$ cat src/rtl/vend_credit_fsm.sv
`timescale 1ns/1ps
// Vending-machine credit FSM: accumulates coins, dispenses priced products, refunds on cancel/timeout.
// Build option CHANGE_RETURN_EN: refund residual credit after each dispense instead of keeping it.
module vend_credit_fsm #(
   parameter int N_PROD = 4,
   parameter int COIN_W = 4,
   parameter int CREDIT_W = 8,
   parameter logic [N_PROD*CREDIT_W-1:0] PRICE_TABLE = {8'd10, 8'd5, 8'd1, 8'd2},
   parameter int DISP_CYC = 4,
   parameter int TIMEOUT_CYC = 255
) (
   input  logic                      clk,
   input  logic                      rst,
   input  logic                      coin_valid,
   input  logic [COIN_W-1:0]         coin_val,
   input  logic                      sel_valid,
   input  logic [$clog2(N_PROD)-1:0] sel,
   input  logic                      cancel,
   output logic [CREDIT_W-1:0]       credit,
   output logic                      dispenser,
   output logic [$clog2(N_PROD)-1:0] disp_prod,
   output logic                      change_valid,
   output logic [CREDIT_W-1:0]       change_val,
   output logic                      coin_rej,
   output logic                      LED_Yellow,
   output logic                      LED_Green
);

   localparam int SEL_W  = $clog2(N_PROD);
   localparam int DCNT_W = $clog2(DISP_CYC + 1);
   localparam int TCNT_W = $clog2(TIMEOUT_CYC + 1);

   typedef enum logic [1:0] {S_IDLE, S_COLLECT, S_DISPENSE, S_CHANGE} state_t;

   state_t              state_q, state_d;
   logic [CREDIT_W-1:0] credit_q, credit_d;
   logic [TCNT_W-1:0]   tmo_q, tmo_d;
   logic [DCNT_W-1:0]   dcnt_q, dcnt_d;
   logic [SEL_W-1:0]    disp_prod_q, disp_prod_d;
   logic                dispenser_q, dispenser_d;
   logic                change_valid_q, change_valid_d;
   logic [CREDIT_W-1:0] change_val_q, change_val_d;
   logic                coin_rej_q, coin_rej_d;
   logic                led_green_q, led_green_d;

   logic [CREDIT_W-1:0] price_arr [N_PROD];
   logic [CREDIT_W-1:0] price_sel;
   logic                sel_ok;
   logic [CREDIT_W:0]   coin_sum;
   logic                coin_fits;
   logic [CREDIT_W-1:0] collect_total;
   logic                activity;
   logic                timeout_hit;
   logic                rej_ev;
   logic [CREDIT_W-1:0] refund_amt;

   genvar gi;
   generate
      for (gi = 0; gi < N_PROD; gi++) begin : g_price
         assign price_arr[gi] = PRICE_TABLE[gi*CREDIT_W +: CREDIT_W];
      end
      // A full-range select index can never point past the table.
      if ((1 << SEL_W) == N_PROD) begin : g_sel_full
         assign sel_ok = 1'b1;
      end else begin : g_sel_range
         assign sel_ok = ({1'b0, sel} < (SEL_W + 1)'(N_PROD));
      end
   endgenerate

   assign price_sel     = price_arr[sel];
   assign coin_sum      = {1'b0, credit_q} + {{(CREDIT_W + 1 - COIN_W){1'b0}}, coin_val};
   assign coin_fits     = ~coin_sum[CREDIT_W];
   assign collect_total = (coin_valid && coin_fits) ? coin_sum[CREDIT_W-1:0] : credit_q;
   assign activity      = coin_valid | sel_valid;
   assign timeout_hit   = ~activity && (tmo_q == TCNT_W'(TIMEOUT_CYC - 1));

   always_ff @(posedge clk or negedge rst) begin
      if (!rst) begin
         state_q        <= S_IDLE;
         credit_q       <= '0;
         tmo_q          <= '0;
         dcnt_q         <= '0;
         disp_prod_q    <= '0;
         dispenser_q    <= 1'b0;
         change_valid_q <= 1'b0;
         change_val_q   <= '0;
         coin_rej_q     <= 1'b0;
         led_green_q    <= 1'b1;
      end else begin
         state_q        <= state_d;
         credit_q       <= credit_d;
         tmo_q          <= tmo_d;
         dcnt_q         <= dcnt_d;
         disp_prod_q    <= disp_prod_d;
         dispenser_q    <= dispenser_d;
         change_valid_q <= change_valid_d;
         change_val_q   <= change_val_d;
         coin_rej_q     <= coin_rej_d;
         led_green_q    <= led_green_d;
      end
   end

   always_comb begin
      state_d     = state_q;
      credit_d    = credit_q;
      tmo_d       = tmo_q;
      dcnt_d      = dcnt_q;
      disp_prod_d = disp_prod_q;
      rej_ev      = 1'b0;
      refund_amt  = '0;
      case (state_q)
         S_IDLE: begin
            if (coin_valid && (coin_val != '0)) begin
               credit_d = coin_sum[CREDIT_W-1:0];
               tmo_d    = '0;
               state_d  = S_COLLECT;
            end
         end
         S_COLLECT: begin
            rej_ev = coin_valid && !coin_fits;
            // Cancel (or timeout) wins over a same-cycle selection.
            if (cancel || timeout_hit) begin
               refund_amt = collect_total;
               credit_d   = '0;
               state_d    = S_CHANGE;
            end else if (sel_valid && sel_ok && (collect_total >= price_sel)) begin
               credit_d    = collect_total - price_sel;
               disp_prod_d = sel;
               dcnt_d      = '0;
               state_d     = S_DISPENSE;
            end else begin
               credit_d = collect_total;
               tmo_d    = activity ? '0 : tmo_q + TCNT_W'(1);
            end
         end
         S_DISPENSE: begin
            rej_ev = coin_valid;
            if (dcnt_q == DCNT_W'(DISP_CYC - 1)) begin
               if (credit_q == '0) begin
                  state_d = S_IDLE;
               end else begin
`ifdef CHANGE_RETURN_EN
                  refund_amt = credit_q;
                  credit_d   = '0;
                  state_d    = S_CHANGE;
`else
                  tmo_d   = '0;
                  state_d = S_COLLECT;
`endif
               end
            end else begin
               dcnt_d = dcnt_q + DCNT_W'(1);
            end
         end
         default: begin
            rej_ev  = coin_valid;
            state_d = S_IDLE;
         end
      endcase
   end

   // CHANGE always exits after one cycle, so state_d==S_CHANGE marks only the entry edge.
   always_comb begin
      dispenser_d    = (state_d == S_DISPENSE);
      led_green_d    = (state_d == S_IDLE);
      change_valid_d = (state_d == S_CHANGE);
      change_val_d   = change_valid_d ? refund_amt : '0;
      coin_rej_d     = rej_ev;
   end

   assign credit       = credit_q;
   assign dispenser    = dispenser_q;
   assign disp_prod    = disp_prod_q;
   assign change_valid = change_valid_q;
   assign change_val   = change_val_q;
   assign coin_rej     = coin_rej_q;
   assign LED_Yellow   = dispenser_q;
   assign LED_Green    = led_green_q;

endmodule
$ cat config.mk
export PLATFORM = sky130hd
export DESIGN_NAME = vend_credit_fsm
export DESIGN_NICKNAME = d
export VERILOG_FILES = /design/src/rtl/vend_credit_fsm.sv
export SDC_FILE = /design/constraint.sdc
export NUM_CORES = 1
export LEC_CHECK = 0
export CAP_MARGIN = 15
export CORE_MARGIN = 3
export CORE_UTILIZATION = 35
export DETAILED_ROUTE_END_ITERATION = 10
export PLACE_DENSITY = 0.58
export REMOVE_ABC_BUFFERS = 1
export SYNTH_ARGS = -nofsm -noshare
export SYNTH_HDL_FRONTEND = slang
export SYNTH_SLANG_ARGS = --single-unit
$ cat constraint.sdc
create_clock -name clk -period 6.8 [get_ports clk]
set_input_delay 0.68 -clock clk [delete_from_list [all_inputs] [get_ports clk]]
set_output_delay 0.68 -clock clk [all_outputs]
set_load 0.03 [all_outputs]
==> run_results.csv, run 1 <==
group,metric,value,unit
sta,relSlewSlack,0.460,
critical_path,worst_setup_path_end_kind,"register",
logic_synthesis,post_synth_num_cell_types,57,
clock_tree,clockBufferDepth,2,
critical_path,critical_path_required,6970,ps
pwr,final_total_pwr,0.00136,W
sta,unrepaired_setup_endpoints_after_global_routing,"no",
sta,post_layout_minimum_cycle_time,4760,ps
logic_synthesis,synthesis.area_per_instance,9.20,um^2
detailed_routing,postRouteAntennaNets,0,
sta,timing.final.crit_share,0.701,
logic_synthesis,synth.cell_area,2380,um^2
logic_synthesis,syn_inst,259,
die,fp.dieH,88.5,um
critical_path,max_stage_delay,540,ps
pwr,power_density,471,nW/um^2
final_layout,post_route_cells_drive_above_1_share,0.100,
critical_path,cp_data_arrival_time,4940,ps
hold_path,min-delay-path-class,"reg -> reg",
critical_path,timing_worst_setup_path_type,"in -> reg",
global_route,overflow,0,
logic_synthesis,synth.top_cells.by_area,"dfrtp_1, ha_1, a21oi_1, nor2_1, mux2i_1",
final_layout,fin_nets,316,
clock_tree,clockRootBuffer,"clkbuf_8",
clock_tree,cts-htree-levels,2,
logic_synthesis,synth-seq-cells,35,
clock_tree,cts.sink_count,35,
final_layout,multi_input_comb_area,1410,um^2
clock_tree,postCtsSetupBuffers,0,
critical_path,crit_chain,"clkdlybuf4s50_1, ha_1, fa_1, a211oi_2, or4_1, nand2_1, mux2i_1, ha_1, inv_1, fa_1, a21o_1, a21oi_1, nand2_4, o311ai_4, nand2_2, a22o_1",
sta,setup-tns-final,0,ps
placement,dp.final_hpwl,4290,um
logic_synthesis,synthTopCellsByCount,"dfrtp_1, nor2_1, a21oi_1",
logic_synthesis,leading_area_contributor_after_synthesis,"dfrtp_1",
global_route,grt_pass1_wl,9930,um
sta,timing.fmax,0.210,GHz
die,initial_utilization,0.369,
clock_tree,clock_buffer_count_from_cts,5,
sta,setup_viol,0,
final_layout,num-fill-cells,637,
global_route,antenna_found_initial,0,
final_layout,areaGrowthSynthToFinish,20.7,%
detailed_routing,routed-via-count,2010,
detailed_routing,wirelength,5770,um
die,fp.dieW,88.5,um
final_layout,postLayoutCoreUtil,0.445,
sta,finalMaxSlewViolations,0,
critical_path,critical_path_peak_fanout,8,
logic_synthesis,synth_top_flop_cell,"dfrtp_1",
logic_synthesis,sequential_to_total_area_share_from_yosys_stat,0.368,
die,io_pins,34,
detailed_routing,post-route-drc-count,0,
clock_tree,postCtsResizedCells,0,
critical_path,cp-start-kind,"input port",
die,core_area,6460,um^2
die,floorplan.die_area,7840,um^2
global_route,via_count_of_the_first_global_routing_pass,2038,
clock_tree,latest_clock_arrival_within_the_worst_skew_pair,280,ps
flow_run,cap_viol_max_count,0,
logic_synthesis,async_sr_flop_fraction,1.00,
detailed_routing,drt_pass1_iterations,4,
logic_synthesis,synth_enable_flop_cells,0,
logic_synthesis,synth_top_area_share,0.357,
placement,quantity_of_i_o_buffers_inserted_on_ports,33,
detailed_routing,drt-wirelength-per-cell,15.7,um
placement,place.gp.congestion,0.845,
outcome,result_of_the_run,"completed",
global_route,pin_count_of_the_biggest_net_entering_global_routing,36,
detailed_routing,drt-vias-per-instance,5.48,
die,row_count,29,
sta,clock_skew,7.68,ps
logic_synthesis,post-synth-top-count-cell,"dfrtp_1",
pwr,power_leakage,1.24,nW
critical_path,critPathSlowestCell,"or4_1",
sta,final-hold-violation-count,0,
global_route,grt_use_total,0.162,
clock_tree,clk_pin_slew,80,ps
detailed_routing,detailedRoute.firstIterationViolations,188,
final_layout,sequential_cell_area,877,um^2
pwr,vdd_ir_drop_max,230,uV
clock_tree,cts_tree,"done",
sta,timing_worst_slew_pin_value,810,ps
final_layout,antenna_cells_inserted,0,
clock_tree,hold_buffers,0,
logic_synthesis,synth.yosys.warnings,0,
## through the flow
| stage | cells | area [um^2] | hold WS, ps | setup slack [ps] |
|---|---|---|---|---|
| after floorplan | 249 | 2340 | 384 | 2640 |
| after global placement | 359 | 2760 | 475 | 1860 |
| after detailed placement | 359 | 2760 | 481 | 1750 |
| after CTS | 367 | 2880 | 492 | 2060 |
| after global routing | 367 | 2880 | 513 | 1680 |
| final | 367 | 2880 | 484 | 2040 |
## path summary, 6_finish.rpt
path / from / end / slack [ps] / cells past startpoint
max: coin_val[0] / tmo_q[1]$_DFFE_PN0P_ / 2040 / 16
min: dcnt_q[0]$_DFFE_PN0P_ / dcnt_q[0]$_DFFE_PN0P_ / 480 / 1
max reg2reg: credit[0]$_DFFE_PN0P_ / tmo_q[1]$_DFFE_PN0P_ / 2420 / 15
min reg2reg: dcnt_q[0]$_DFFE_PN0P_ / dcnt_q[0]$_DFFE_PN0P_ / 480 / 1
max in group asynchronous: rst / tmo_q[1]$_DFFE_PN0P_ / 5800 / 1
min in group asynchronous: rst / coin_rej$_DFF_PN0_ / 490 / 1
## kinds of logic (layout without fill, tap and decap cells)
family / count (synthesis) / in the layout / synth area share
AOI/OAI and AO/OA: 72 / 72 / 0.216
xor gates and xnor gates: 4 / 4 / 0.0147
adders and majority gates: 16 / 16 / 0.0903
buffers and inverters: 24 / 55 / 0.0394
DFF: 35 / 35 / 0.368
muxes: 16 / 16 / 0.0745
and+or+nand+nor: 92 / 92 / 0.197
## registers in the layout, indices dropped and copies added, names as in the netlist
register and count:
disp_prod 2, LED_Green 1, LED_Yellow 1, credit 8, state_q 2, change_val 8, dcnt_q 3, change_valid 1
tmo_q 8, coin_rej 1
## power by group
| group | switching, W | internal [W] | total [W] |
|---|---|---|---|
| Sequential | 0.0000940 | 0.000275 | 0.000369 |
| Clock | 0.0000776 | 0.000109 | 0.000187 |
| Combinational | 0.000473 | 0.000327 | 0.000800 |
## cell type report
cell class	count	area share
clock buffers	5	0.0239
repair buffers	33	0.113
clock inverters	3	0.0152
multi-input cells	200	0.491
flip-flops and latches	35	0.305
inverters	14	0.0183
well taps	77	0.0335
## layout by cell type (no fill, tap or decap), types with 2 or more instances in the layout
cell type | netlist | layout
a21o_1 | 6 | 6
a21oi_1 | 23 | 23
a31oi_1 | 2 | 2
and2_1 | 4 | 4
and3_1 | 2 | 2
clkbuf_8 | 0 | 5
clkdlybuf4s50_1 | 0 | 32
dfrtp_1 | 34 | 34
fa_1 | 2 | 2
ha_1 | 14 | 14
inv_1 | 13 | 13
mux2_2 | 5 | 5
mux2_4 | 2 | 2
mux2i_1 | 8 | 8
nand2_1 | 15 | 15
nand2b_1 | 4 | 4
nand3_1 | 12 | 12
nand4_1 | 5 | 5
nor2_1 | 26 | 26
nor3_1 | 8 | 8
nor3b_1 | 3 | 3
o21ai_0 | 15 | 15
o21ai_1 | 2 | 2
o21bai_1 | 2 | 2
o22ai_1 | 2 | 2
o2bb2ai_1 | 3 | 3
or2_2 | 2 | 2
or4_1 | 3 | 3
xor2_1 | 4 | 4
## per-layer routing
metal	global-route usage	share of wire	vias up	wire, um
met4	0.0440	0.016	0	93
met1	0.230	0.49	956	2800
met3	0.0363	0.044	11	252
li1	-	-	1003	-
met2	0.249	0.45	40	2620
met5	0	0	-	0
## worst max-delay path: cells and delay by family
kind,cells,cell delay (ps)
AO/OA/AOI/OAI,5,1370
adder cells (fa/ha/maj),4,1020
AND/OR/NAND/NOR,4,1020
buffers and inverters,2,530
multiplexers,1,310
Power figures use the tool's default switching activity.
==> run 2: changes to the inputs <==
- PLACE_DENSITY: 0.58 -> 0.6
- clock period: 6.8 -> 4.22 ns (I/O delays scaled with it)
==> run_results.csv, run 2 (synthesis gave the netlist of run 1 again) <==
group,metric,value,unit
outcome,result_of_the_run,"completed",
clock_tree,postCtsSetupBuffers,0,
critical_path,worst_setup_path_end_kind,"register",
flow_run,cap_viol_max_count,0,
die,io_pins,34,
pwr,intPower,0.00123,W
hold_path,min_path_cells,1,
clock_tree,clk_pin_slew,80,ps
pwr,clockPowerShare,0.108,
critical_path,timing_worst_setup_path_type,"in -> reg",
clock_tree,clockBufferDepth,2,
sta,clock_skew,7.07,ps
final_layout,areaGrowthSynthToFinish,29.0,%
sta,post_layout_minimum_cycle_time,4020,ps
detailed_routing,drt-wirelength-per-cell,15.9,um
global_route,pin_count_of_the_biggest_net_entering_global_routing,36,
sta,setup_viol,0,
sta,timing.final.crit_share,0.952,
hold_path,startpoint_of_the_tightest_hold_check_path,"dcnt_q[0]$_DFFE_PN0P_",
critical_path,max_stage_delay,540,ps
critical_path,cp_data_arrival_time,4200,ps
critical_path,critPathSlowestCell,"or4_4",
pwr,swShare,0.475,
pwr,vdd_ir_drop_max,356,uV
global_route,overflow,0,
final_layout,mostFrequentLayoutCell,"dfrtp_1",
global_route,grt_use_total,0.174,
pwr,combinationalPowerShare,0.654,
sta,timing.fmax,0.249,GHz
global_route,via_count_of_the_first_global_routing_pass,2153,
critical_path,critical_path_required,4400,ps
placement,place.gp.congestion,0.866,
die,core_area,6460,um^2
pwr,power_density,761,nW/um^2
final_layout,most-common-layout-cells,"dfrtp_1, clkdlybuf4s50_1, nor2_1",
detailed_routing,drt-vias-per-instance,5.50,
placement,dp.final_hpwl,4750,um
critical_path,path_buf_inv,3,
sta,relSlewSlack,0.632,
critical_path,cp_top_family,"compound AO/OA/AOI/OAI gates",
sta,setup-tns-final,0,ps
pwr,power_leakage,1.34,nW
die,row_count,29,
detailed_routing,routed-via-count,2155,
global_route,antenna_found_initial,0,
critical_path,regToRegStartpoint,"credit[0]$_DFFE_PN0P_",
sta,final.hold.worst_slack,498,ps
clock_tree,clockRootBuffer,"clkbuf_8",
clock_tree,cts.sink_count,35,
die,floorplan.die_area,7840,um^2
final_layout,antenna_cells_inserted,0,
placement,placedCellCount,384,
die,fp.dieH,88.5,um
final_layout,postLayoutCoreUtil,0.476,
detailed_routing,post-route-drc-count,0,
detailed_routing,postRouteAntennaNets,0,
placement,quantity_of_i_o_buffers_inserted_on_ports,33,
hold_path,whs_endpoint,"dcnt_q[0]$_DFFE_PN0P_",
sta,timing_worst_slew_pin_value,548,ps
sta,finalMaxSlewViolations,0,
final_layout,fin_nets,341,
clock_tree,clock_buffer_count_from_cts,5,
critical_path,ff2ff_path_depth,16,
die,fp.dieW,88.5,um
critical_path,critical_path_peak_fanout,4,
global_route,grt_pass1_wl,10700,um
detailed_routing,wirelength,6240,um
sta,final-hold-violation-count,0,
critical_path,cp-start-kind,"input port",
pwr,power_switching,0.00111,W
die,initial_utilization,0.369,
clock_tree,cts_tree,"done",
pwr,power.share.sequential,0.238,
detailed_routing,drt_pass1_iterations,4,
clock_tree,latest_clock_arrival_within_the_worst_skew_pair,290,ps
detailed_routing,detailedRoute.firstIterationViolations,135,
critical_path,crit_chain,"clkdlybuf4s50_1, ha_2, fa_2, a211oi_2, or4_4, nand2_4, mux2i_2, ha_1, inv_1, fa_2, a21o_1, a21oi_1, buf_4, nand2_4, o311ai_4, nand2_2, a22o_1",
clock_tree,cts-htree-levels,2,
final_layout,post_route_cells_drive_above_1_share,0.187,
sta,unrepaired_setup_endpoints_after_global_routing,"no",
final_layout,instances_no_fill,392,
hold_path,min-delay-path-class,"reg -> reg",
critical_path,worst-r2r-setup-slack,310,ps
critical_path,reg2reg_to,"tmo_q[1]$_DFFE_PN0P_",
-- run 2: final cells by class --
class	instances	area (um^2)
fill	638	3380
sequential	35	877
clock buffer	5	68.8
timing repair buffer	58	522
clock inverter	3	23.8
tap	77	96.3
multi-input combinational	200	1440
inverter	14	52.6
-- run 2: power by group through the flow --
stage               logic (W)  clock network [W]  registers [W]
CTS                   0.00152           0.000264       0.000557
floorplan            0.000771                  0       0.000715
global placement      0.00150                  0       0.000560
detailed placement    0.00150                  0       0.000563
global route          0.00167           0.000284       0.000575
finish                0.00153           0.000253       0.000557
-- run 2: timing repair --
action                     CTS  global route
setup endpoints to repair    0             8
hold buffers                 0             0
gates resized for setup      0             8
-- run 2: layer usage --
metal  up-vias  routed length, um  part of all wire  global-route usage
met3         4                379             0.061              0.0419
met4         0                 44            0.0071              0.0440
met5         -                  0                 0                   0
met1      1024               2880              0.46               0.246
met2        71               2940              0.47               0.270
li1       1056                  -                 -                   -
-- run 2: per-stage QoR --
stage                     total power (W)  instance area [um^2]  worst slack (ps)
after floorplan                   0.00149                  2340               116
after global placement            0.00206                  2960             -15.2
after detailed placement          0.00207                  2960              -164
after CTS                         0.00234                  3050               148
after global routing              0.00253                  3080              10.1
final                             0.00234                  3080               202
-- run 2: how the worst max path moves through the flow --
stage / slack, ps / startpoint / depth (start not counted) / end
2_1_floorplan: 120 / credit[0]$_DFFE_PN0P_ / 15 / disp_prod[0]$_DFFE_PN0P_
3_3_place_gp: -20 / coin_val[0] / 17 / disp_prod[1]$_DFFE_PN0P_
3_5_place_dp: -160 / coin_val[0] / 18 / dcnt_q[0]$_DFFE_PN0P_
4_1_cts: 150 / coin_val[0] / 18 / dcnt_q[0]$_DFFE_PN0P_
5_1_grt: 10 / coin_val[0] / 17 / tmo_q[1]$_DFFE_PN0P_
6_report: 200 / coin_val[0] / 17 / tmo_q[1]$_DFFE_PN0P_
==> run 3: changes to the inputs <==
- MAX_ROUTING_LAYER: not set -> met4
==> run_results.csv, run 3 (synthesis gave the netlist of run 1 again) <==
group,metric,value,unit
outcome,result_of_the_run,"completed",
clock_tree,clockRootBuffer,"clkbuf_8",
detailed_routing,drt-vias-per-instance,5.48,
die,fp.dieH,88.5,um
clock_tree,cts-htree-levels,2,
critical_path,critical_path_peak_fanout,4,
clock_tree,cts_tree,"done",
sta,unrepaired_setup_endpoints_after_global_routing,"no",
detailed_routing,top_layer_used,"met4",
clock_tree,postCtsResizedCells,0,
global_route,via_count_of_the_first_global_routing_pass,2151,
hold_path,startpoint_of_the_tightest_hold_check_path,"dcnt_q[0]$_DFFE_PN0P_",
placement,place.gp.congestion,0.880,
critical_path,cp-start-kind,"input port",
detailed_routing,wirelength,6260,um
sta,min_setup_slack_post_route,203,ps
final_layout,most-common-layout-cells,"dfrtp_1, clkdlybuf4s50_1, nor2_1",
critical_path,regToRegStartpoint,"credit[0]$_DFFE_PN0P_",
placement,quantity_of_i_o_buffers_inserted_on_ports,33,
die,fp.dieW,88.5,um
global_route,pin_count_of_the_biggest_net_entering_global_routing,36,
detailed_routing,m1WireLength,2970,um
sta,final-hold-violation-count,0,
sta,relSlewSlack,0.640,
global_route,overflow,0,
sta,final.hold.worst_slack,497,ps
sta,timing.final.crit_share,0.952,
critical_path,cp_data_arrival_time,4200,ps
pwr,power_density,761,nW/um^2
detailed_routing,met2_wirelength,2940,um
clock_tree,clockBufferDepth,2,
global_route,grt_pass1_wl,10700,um
sta,setup_viol,0,
die,floorplan.die_area,7840,um^2
die,core_area,6460,um^2
clock_tree,cts.sink_count,35,
die,row_count,29,
critical_path,worst_setup_path_end_kind,"register",
clock_tree,clk_pin_slew,80,ps
clock_tree,hold_buffers,0,
critical_path,reg2reg_to,"tmo_q[1]$_DFFE_PN0P_",
detailed_routing,routed-via-count,2147,
flow_run,cap_viol_max_count,0,
sta,setup-tns-final,0,ps
final_layout,areaGrowthSynthToFinish,29.0,%
critical_path,critical_path_required,4400,ps
global_route,antenna_found_initial,0,
die,io_pins,34,
sta,timing_worst_slew_pin_value,537,ps
final_layout,antenna_cells_inserted,0,
hold_path,min-delay-path-class,"reg -> reg",
detailed_routing,detailedRoute.firstIterationViolations,200,
placement,dpl_worst_slack,-164,ps
final_layout,mostFrequentLayoutCell,"dfrtp_1",
sta,timing.fmax,0.249,GHz
critical_path,worst-r2r-setup-slack,310,ps
pwr,power_leakage,1.34,nW
final_layout,num-fill-cells,638,
critical_path,timing_worst_setup_path_type,"in -> reg",
sta,clock_skew,6.95,ps
critical_path,ff2ff_path_depth,16,
detailed_routing,post-route-drc-count,0,
final_layout,fin_nets,341,
clock_tree,clock_buffer_count_from_cts,5,
global_route,grt_use_total,0.179,
hold_path,whs_endpoint,"dcnt_q[0]$_DFFE_PN0P_",
pwr,vdd_ir_drop_max,354,uV
sta,finalMaxSlewViolations,0,
detailed_routing,postRouteAntennaNets,0,
placement,dp.final_hpwl,4750,um
detailed_routing,met3_wirelength,288,um
clock_tree,latest_clock_arrival_within_the_worst_skew_pair,290,ps
clock_tree,postCtsSetupBuffers,0,
detailed_routing,drt-wirelength-per-cell,16.0,um
detailed_routing,drt_pass1_iterations,5,
sta,post_layout_minimum_cycle_time,4020,ps
pwr,final_total_pwr,0.00234,W
hold_path,min_path_cells,1,
final_layout,post_route_cells_drive_above_1_share,0.187,
die,initial_utilization,0.369,
[run 3: worst max-delay path: stages]
cell,delay [ps]
clkdlybuf4s50_1,480
ha_2,190
fa_2,210
a211oi_2,80
or4_4,540
nand2_4,100
mux2i_2,230
ha_1,170
inv_1,60
fa_2,360
a21o_1,160
a21oi_1,140
buf_4,140
nand2_4,70
o311ai_4,440
nand2_2,150
a22o_1,250
[run 3: worst max-delay path by stage]
stage                     startpoint                  endpoint  slack, ps  cells past startpoint
3_5_place_dp             coin_val[0]     dcnt_q[0]$_DFFE_PN0P_       -160                     18
6_report                 coin_val[0]      tmo_q[1]$_DFFE_PN0P_        200                     17
2_1_floorplan  credit[0]$_DFFE_PN0P_  disp_prod[0]$_DFFE_PN0P_        120                     15
3_3_place_gp             coin_val[0]  disp_prod[1]$_DFFE_PN0P_        -20                     17
5_1_grt                  coin_val[0]      tmo_q[1]$_DFFE_PN0P_         10                     17
4_1_cts                  coin_val[0]     dcnt_q[0]$_DFFE_PN0P_        150                     18
[run 3: area by class of cell]
class	instances	area, um^2	area share
Timing Repair Buffer	58	522	0.170
Sequential cell	35	877	0.285
Clock buffer	5	68.8	0.0224
Multi-Input combinational cell	200	1440	0.467
Tap cell	77	96.3	0.0313
Clock inverter	3	23.8	0.00773
Inverter	14	52.6	0.0171
[run 3: layer usage]
layer | GRT usage | vias up
met3 | 0.0363 | 7
met5 | - | -
met4 | 0.0440 | 0
met1 | 0.248 | 1031
met2 | 0.271 | 54
li1 | - | 1055
[run 3: stage by stage]
step / util / instance area (um^2) / cells
detailed placement: 0.458 / 2960 / 384
global route: 0.476 / 3080 / 392
floorplan: - / 2340 / 249
finish: 0.476 / 3080 / 392
CTS: 0.472 / 3050 / 392
global placement: 0.458 / 2960 / 384
[run 3: where the power goes]
group	switching (W)	total, W	internal, W	leakage [nW]
Combinational	0.000863	0.00153	0.000665	0.844
Clock	0.000137	0.000255	0.000118	0.0408
Sequential	0.000114	0.000558	0.000444	0.457
Total	0.00111	0.00234	0.00123	1.34
